==> src/rtl/scc_dump_pkg.sv <==
// -----------------------------------------------------------------------------
// scc_dump_pkg
// Shared definitions for the SCC post-halt memory dump engine.
//   state_e        : dump FSM state encoding
//   HDR_ERR_W      : width of the core error code carried in the header record
//   DATA_W         : data-memory word width
//   DEF_ADDR_STEP  : default byte-address increment between consecutive words
// -----------------------------------------------------------------------------
package scc_dump_pkg;

   typedef enum logic [2:0] {
      ST_IDLE = 3'd0,
      ST_HDR  = 3'd1,
      ST_RD   = 3'd2,
      ST_WT   = 3'd3,
      ST_EM   = 3'd4,
      ST_FIN  = 3'd5
   } state_e;

   localparam int          HDR_ERR_W     = 2;
   localparam int          DATA_W        = 32;
   localparam logic [31:0] DEF_ADDR_STEP = 32'd4;

endpackage

==> src/rtl/scc_mem_dump.sv <==
// -----------------------------------------------------------------------------
// scc_mem_dump
// Post-halt memory dump engine. On the 0->1 edge of halt_f (seen in IDLE) it
// emits one header record, then walks data memory through a synchronous read
// port and emits one (byte address, word) record per word on a valid/ready
// stream.
//
// Ports
//   clk, rst       : clock, asynchronous active-high reset
//   clk_en         : global clock enable; all state holds while low
//   halt_f         : core halted flag (level)
//   err_bits       : core error code, captured when a dump starts
//   mem_rd_en      : data-memory read strobe (one enabled cycle per word)
//   mem_rd_idx     : word index being read
//   mem_rd_data    : read data, valid one enabled cycle after mem_rd_en
//   out_valid      : record valid
//   out_ready      : sink ready
//   out_hdr        : record is the header
//   out_addr       : byte address (header: DEPTH_WORDS)
//   out_data       : word value   (header: captured err_bits, zero-extended)
//   out_last       : final data record
//   busy           : dump in progress
//   done           : dump complete, held until halt_f drops
// -----------------------------------------------------------------------------
module scc_mem_dump
   import scc_dump_pkg::*;
#(
   parameter int unsigned DEPTH_WORDS = 256,
   parameter logic [31:0] BASE_ADDR   = 32'h0000_0000,
   parameter logic [31:0] ADDR_STEP   = DEF_ADDR_STEP,
   parameter int unsigned AW          = 8
) (
   input  logic                 clk,
   input  logic                 rst,
   input  logic                 clk_en,
   input  logic                 halt_f,
   input  logic [HDR_ERR_W-1:0] err_bits,
   output logic                 mem_rd_en,
   output logic [AW-1:0]        mem_rd_idx,
   input  logic [DATA_W-1:0]    mem_rd_data,
   output logic                 out_valid,
   input  logic                 out_ready,
   output logic                 out_hdr,
   output logic [31:0]          out_addr,
   output logic [DATA_W-1:0]    out_data,
   output logic                 out_last,
   output logic                 busy,
   output logic                 done
);

   localparam logic [AW-1:0] LAST_IDX = AW'(DEPTH_WORDS - 1);

   state_e              state_q, state_d;
   logic [AW-1:0]       idx_q, idx_d;
   logic                halt_q;
   logic [31:0]         addr_q, addr_d;
   logic [DATA_W-1:0]   data_q, data_d;

   always_comb begin
      state_d = state_q;
      idx_d   = idx_q;
      addr_d  = addr_q;
      data_d  = data_q;
      unique case (state_q)
         ST_IDLE: begin
            if (halt_f && !halt_q) begin
               state_d = ST_HDR;
               idx_d   = '0;
               addr_d  = 32'(DEPTH_WORDS);
               data_d  = {{(DATA_W-HDR_ERR_W){1'b0}}, err_bits};
            end
         end
         ST_HDR: begin
            if (out_ready) state_d = ST_RD;
         end
         ST_RD: begin
            state_d = ST_WT;
         end
         ST_WT: begin
            // Read data is valid in this cycle; the address product wraps mod 2^32.
            data_d  = mem_rd_data;
            addr_d  = BASE_ADDR + 32'(idx_q) * ADDR_STEP;
            state_d = ST_EM;
         end
         ST_EM: begin
            if (out_ready) begin
               if (idx_q == LAST_IDX) begin
                  state_d = ST_FIN;
               end else begin
                  idx_d   = idx_q + 1'b1;
                  state_d = ST_RD;
               end
            end
         end
         ST_FIN: begin
            if (!halt_f) state_d = ST_IDLE;
         end
         default: state_d = ST_IDLE;
      endcase
   end

   always_ff @(posedge clk or posedge rst) begin
      if (rst) begin
         state_q <= ST_IDLE;
         idx_q   <= '0;
         halt_q  <= 1'b0;
         addr_q  <= '0;
         data_q  <= '0;
      end else if (clk_en) begin
         state_q <= state_d;
         idx_q   <= idx_d;
         halt_q  <= halt_f;
         addr_q  <= addr_d;
         data_q  <= data_d;
      end
   end

   assign out_valid  = (state_q == ST_HDR) || (state_q == ST_EM);
   assign out_hdr    = (state_q == ST_HDR);
   assign out_addr   = addr_q;
   assign out_data   = data_q;
   // Only data records can be last, so a one-word dump still has a plain header.
   assign out_last   = (state_q == ST_EM) && (idx_q == LAST_IDX);
   assign busy       = (state_q == ST_HDR) || (state_q == ST_RD) ||
                       (state_q == ST_WT)  || (state_q == ST_EM);
   assign done       = (state_q == ST_FIN);
   // Gated so a stalled clock never issues a read that nobody will capture.
   assign mem_rd_en  = clk_en && (state_q == ST_RD);
   assign mem_rd_idx = idx_q;

endmodule
==> config.mk <==
export PLATFORM = sky130hd
export DESIGN_NAME = scc_mem_dump
export DESIGN_NICKNAME = d
export VERILOG_FILES = /design/src/rtl/scc_dump_pkg.sv /design/src/rtl/scc_mem_dump.sv
export SDC_FILE = /design/constraint.sdc
export NUM_CORES = 1
export LEC_CHECK = 0
export CAP_MARGIN = 20
export CELL_PAD_IN_SITES_DETAIL_PLACEMENT = 0
export CELL_PAD_IN_SITES_GLOBAL_PLACEMENT = 1
export CORE_ASPECT_RATIO = 0.9
export CORE_MARGIN = 2
export CORE_UTILIZATION = 27
export DETAILED_ROUTE_END_ITERATION = 7
export PLACE_DENSITY_LB_ADDON = 0.12
export SYNTH_ARGS = -nofsm -noshare
export SYNTH_HDL_FRONTEND = slang
export SYNTH_SLANG_ARGS = --single-unit
==> constraint.sdc <==
create_clock -name clk -period 1.8 [get_ports clk]
set_clock_uncertainty 0.15 [all_clocks]
set_input_delay 0.27 -clock clk [delete_from_list [all_inputs] [get_ports clk]]
set_output_delay 0.27 -clock clk [all_outputs]
set_load 0.005 [all_outputs]
==> reports/metrics.csv <==
metric;value;unit
p_sw_share;33.9;%
power_density;1250;nW/µm²
finalInstanceArea;3960;µm²
path_cells;or3b_4 -> buf_6 -> a211oi_4 -> buf_4 -> buf_6 -> a211o_1;
drc;0;
root_buffer;clkbuf_8;
slew_viol_final;0;
drt_pass1_iterations;4;
vias;2242;
ant_nets;0;
wl_per_cell;12.6;µm
endpoint_kind;flop;
synthCells;292;
finalPower;4.97;mW
clock_latency;0.30;ns
violations;setup timing;
grt_use_total;13.0;%
cts_tree;yes;
cts-buffers-inserted;5;
dpl_cell_area;3740;µm²
hp-class;input pin to asynchronous set/reset pin;
top_usage_layer;met2;
run_status;finished, violations left;
worst_path_largest_cell_delay;0.43;ns
viasPerCell;4.23;
syn2layout_area_growth;54.8;%
synthesis.area;2560;µm²
yosysSeqAreaShare;50.9;%
leakage;1.71;nW
drtIter0Drc;57;
power.net_switching;1.68;mW
cts_sinks;52;
gp_congestion;0.746;
grt_use_met1;19.0;%
overflow;0;
grt_util_met3;2.57;%
grt_pass1_wl;10700;µm
htreeDepth;2;
arrival;1.90;ns
hold_buffers;0;
finalSetupViolations;3;
rsz0062_at_grt;true;
peakVddDrop;0.670;mV
yosysWarningCount;0;
final_hold_viol_count;0;
period_share;101;%
drt_wl_total;6660;µm
synth_cell_type_count;39;
async_flop_share;100;%
clkSlewWorstSetupHoldPaths;0.10;ns
rr_startpoint;state_q[0];
fmax;0.553;GHz
dp_hpwl;4630;µm
port_buffers;92;
crit_start;state_q[0];
critPathRequiredTime;1.89;ns
crit_fanout;5;
drive_above_1_share;18.4;%
crit_top_cell;buf_6;
ys_seq_elements;52;
finish.net_count;447;
synth-edff-count;0;
pwr-share-seq;36.3;%
cp_top_family;simple AND/OR/NAND/NOR gates;
hold_ws;0.183;ns
grt_pass1_vias;2165;
cp_slowest_cell;or3b_4;
initial_core_util;27.9;%
antenna_found_initial;0;
crit_type;flop to flop;
core;9170;µm²
synth_flop_cell;dfrtp_1;
final_core_util;43.2;%
cap_violations;0;
path_buf_inv;3;
cellInternalPower;3.28;mW
pwr-share-comb;49.2;%
num_io_pins;117;
cp-start-kind;flop;
p_clk_share;14.6;%
diodes;0;
avgSynthCellArea;8.76;µm²
reg2reg_slack;-0.009;ns
rows;33;
dieHeight;96.4;µm
use_met2;19.9;%
clockBufferDepth;2;
period_needed;1.81;ns
die-area;10300;µm²
worst_slack;-0.00944;ns
grt_max_degree;53;
die_w;107;µm
==> synth_stat cells (3+ instances only) <==
cell type,n,area (µm²)
and3_1,3,18.8
inv_1,6,22.5
o21ai_0,44,220
nand2_1,87,327
buf_2,3,15.0
nand2b_1,3,18.8
nor2_1,6,22.5
a31oi_1,4,25.0
nand3_1,4,20.0
buf_4,24,180
mux2i_1,3,30.0
clkbuf_1,15,56.3
a21oi_1,8,40.0
dfrtp_1,52,1300
==> cell families after synthesis <==
| family | Yosys count | share of synthesized area [%] |
|---|---|---|
| simple gates | 116 | 19.9 |
| xor+xnor | 1 | 0.342 |
| flops | 52 | 50.9 |
| buf+inv | 50 | 11.6 |
| compound gates | 67 | 15.1 |
| fa+ha+maj | 1 | 0.489 |
| other cells | 1 | 0.147 |
| mux | 4 | 1.61 |
==> power by group through the flow <==
stage               Combinational, mW  Clock [mW]  Sequential (mW)
detailed placement               2.37           0             1.83
global route                     2.73       0.801             1.86
global placement                 2.37           0             1.82
CTS                              2.43       0.766             1.81
finish                           2.44       0.723             1.80
floorplan                       0.916           0             1.88
==> per-layer routing <==
layer | vias up | wire length (µm)
met5 | - | 0
met2 | 69 | 2960
met1 | 1023 | 3350
met3 | 2 | 310
met4 | 0 | 32
li1 | 1148 | -
==> metrics by stage <==
step	setup WS [ns]	TNS, ns	cells
final	-0.00944	-0.0190	530
after global routing	-0.112	-2.55	530
after CTS	-0.0927	-0.0951	527
after detailed placement	-0.143	-4.28	518
after global placement	-0.127	-3.37	518
after floorplan	0.0115	0	315
==> flip-flops by register name, summed over array words and instances (netlist names) <==
| name | count |
|---|---|
| halt_q | 1 |
| out_addr | 8 |
| out_data | 32 |
| state_q | 3 |
| mem_rd_idx | 8 |
==> worst min-delay path, cell delays in order <==
cell and delay, ns:
clkdlybuf4s50_1 0.41, inv_2 0.07, buf_12 0.27
==> worst paths after layout <==
| kind | end | cells past startpoint |
|---|---|---|
| max in group asynchronous | halt_q | 3 |
| max | state_q[1] | 6 |
| max reg2reg | state_q[1] | 6 |
| min in group clk | out_data[27] | 2 |
| min | out_data[25] | 3 |
| min reg2reg | out_data[27] | 2 |
==> what timing repair did <==
action,CTS,global route
buffers inserted,1,3
pin swaps,5,6
setup endpoints to repair,31,56
gates resized for setup,27,32
==> final cells by class <==
cell class | count | area (µm²)
clock buffer | 6 | 82.6
clock inverter | 2 | 13.8
fill | 992 | 5200
inverter | 6 | 22.5
multi-input combinational | 213 | 1150
sequential | 52 | 1300
tap | 122 | 153
timing repair buffer | 129 | 1240
==> placed cells by master (no fill, tap or decap), types with 2 or more instances in the layout <==
cell type	netlist	final
buf_6	2	7
buf_4	24	26
dfrtp_1	52	52
nand2b_4	0	2
nor2_1	6	3
a21oi_1	8	6
mux2i_1	3	3
nor2_4	0	2
o21ai_0	44	37
o21a_1	2	2
nor2b_1	2	2
inv_2	0	2
o211ai_1	2	2
clkbuf_2	0	3
a21oi_2	0	2
and3_1	3	2
buf_12	0	3
nand2_1	87	85
clkbuf_8	0	6
conb_1	1	24
clkdlybuf4s50_1	0	86
o21ai_1	1	6
inv_1	6	4
nand3_1	4	4
a31oi_1	4	4
buf_2	3	3
Power figures use the tool's default switching activity.
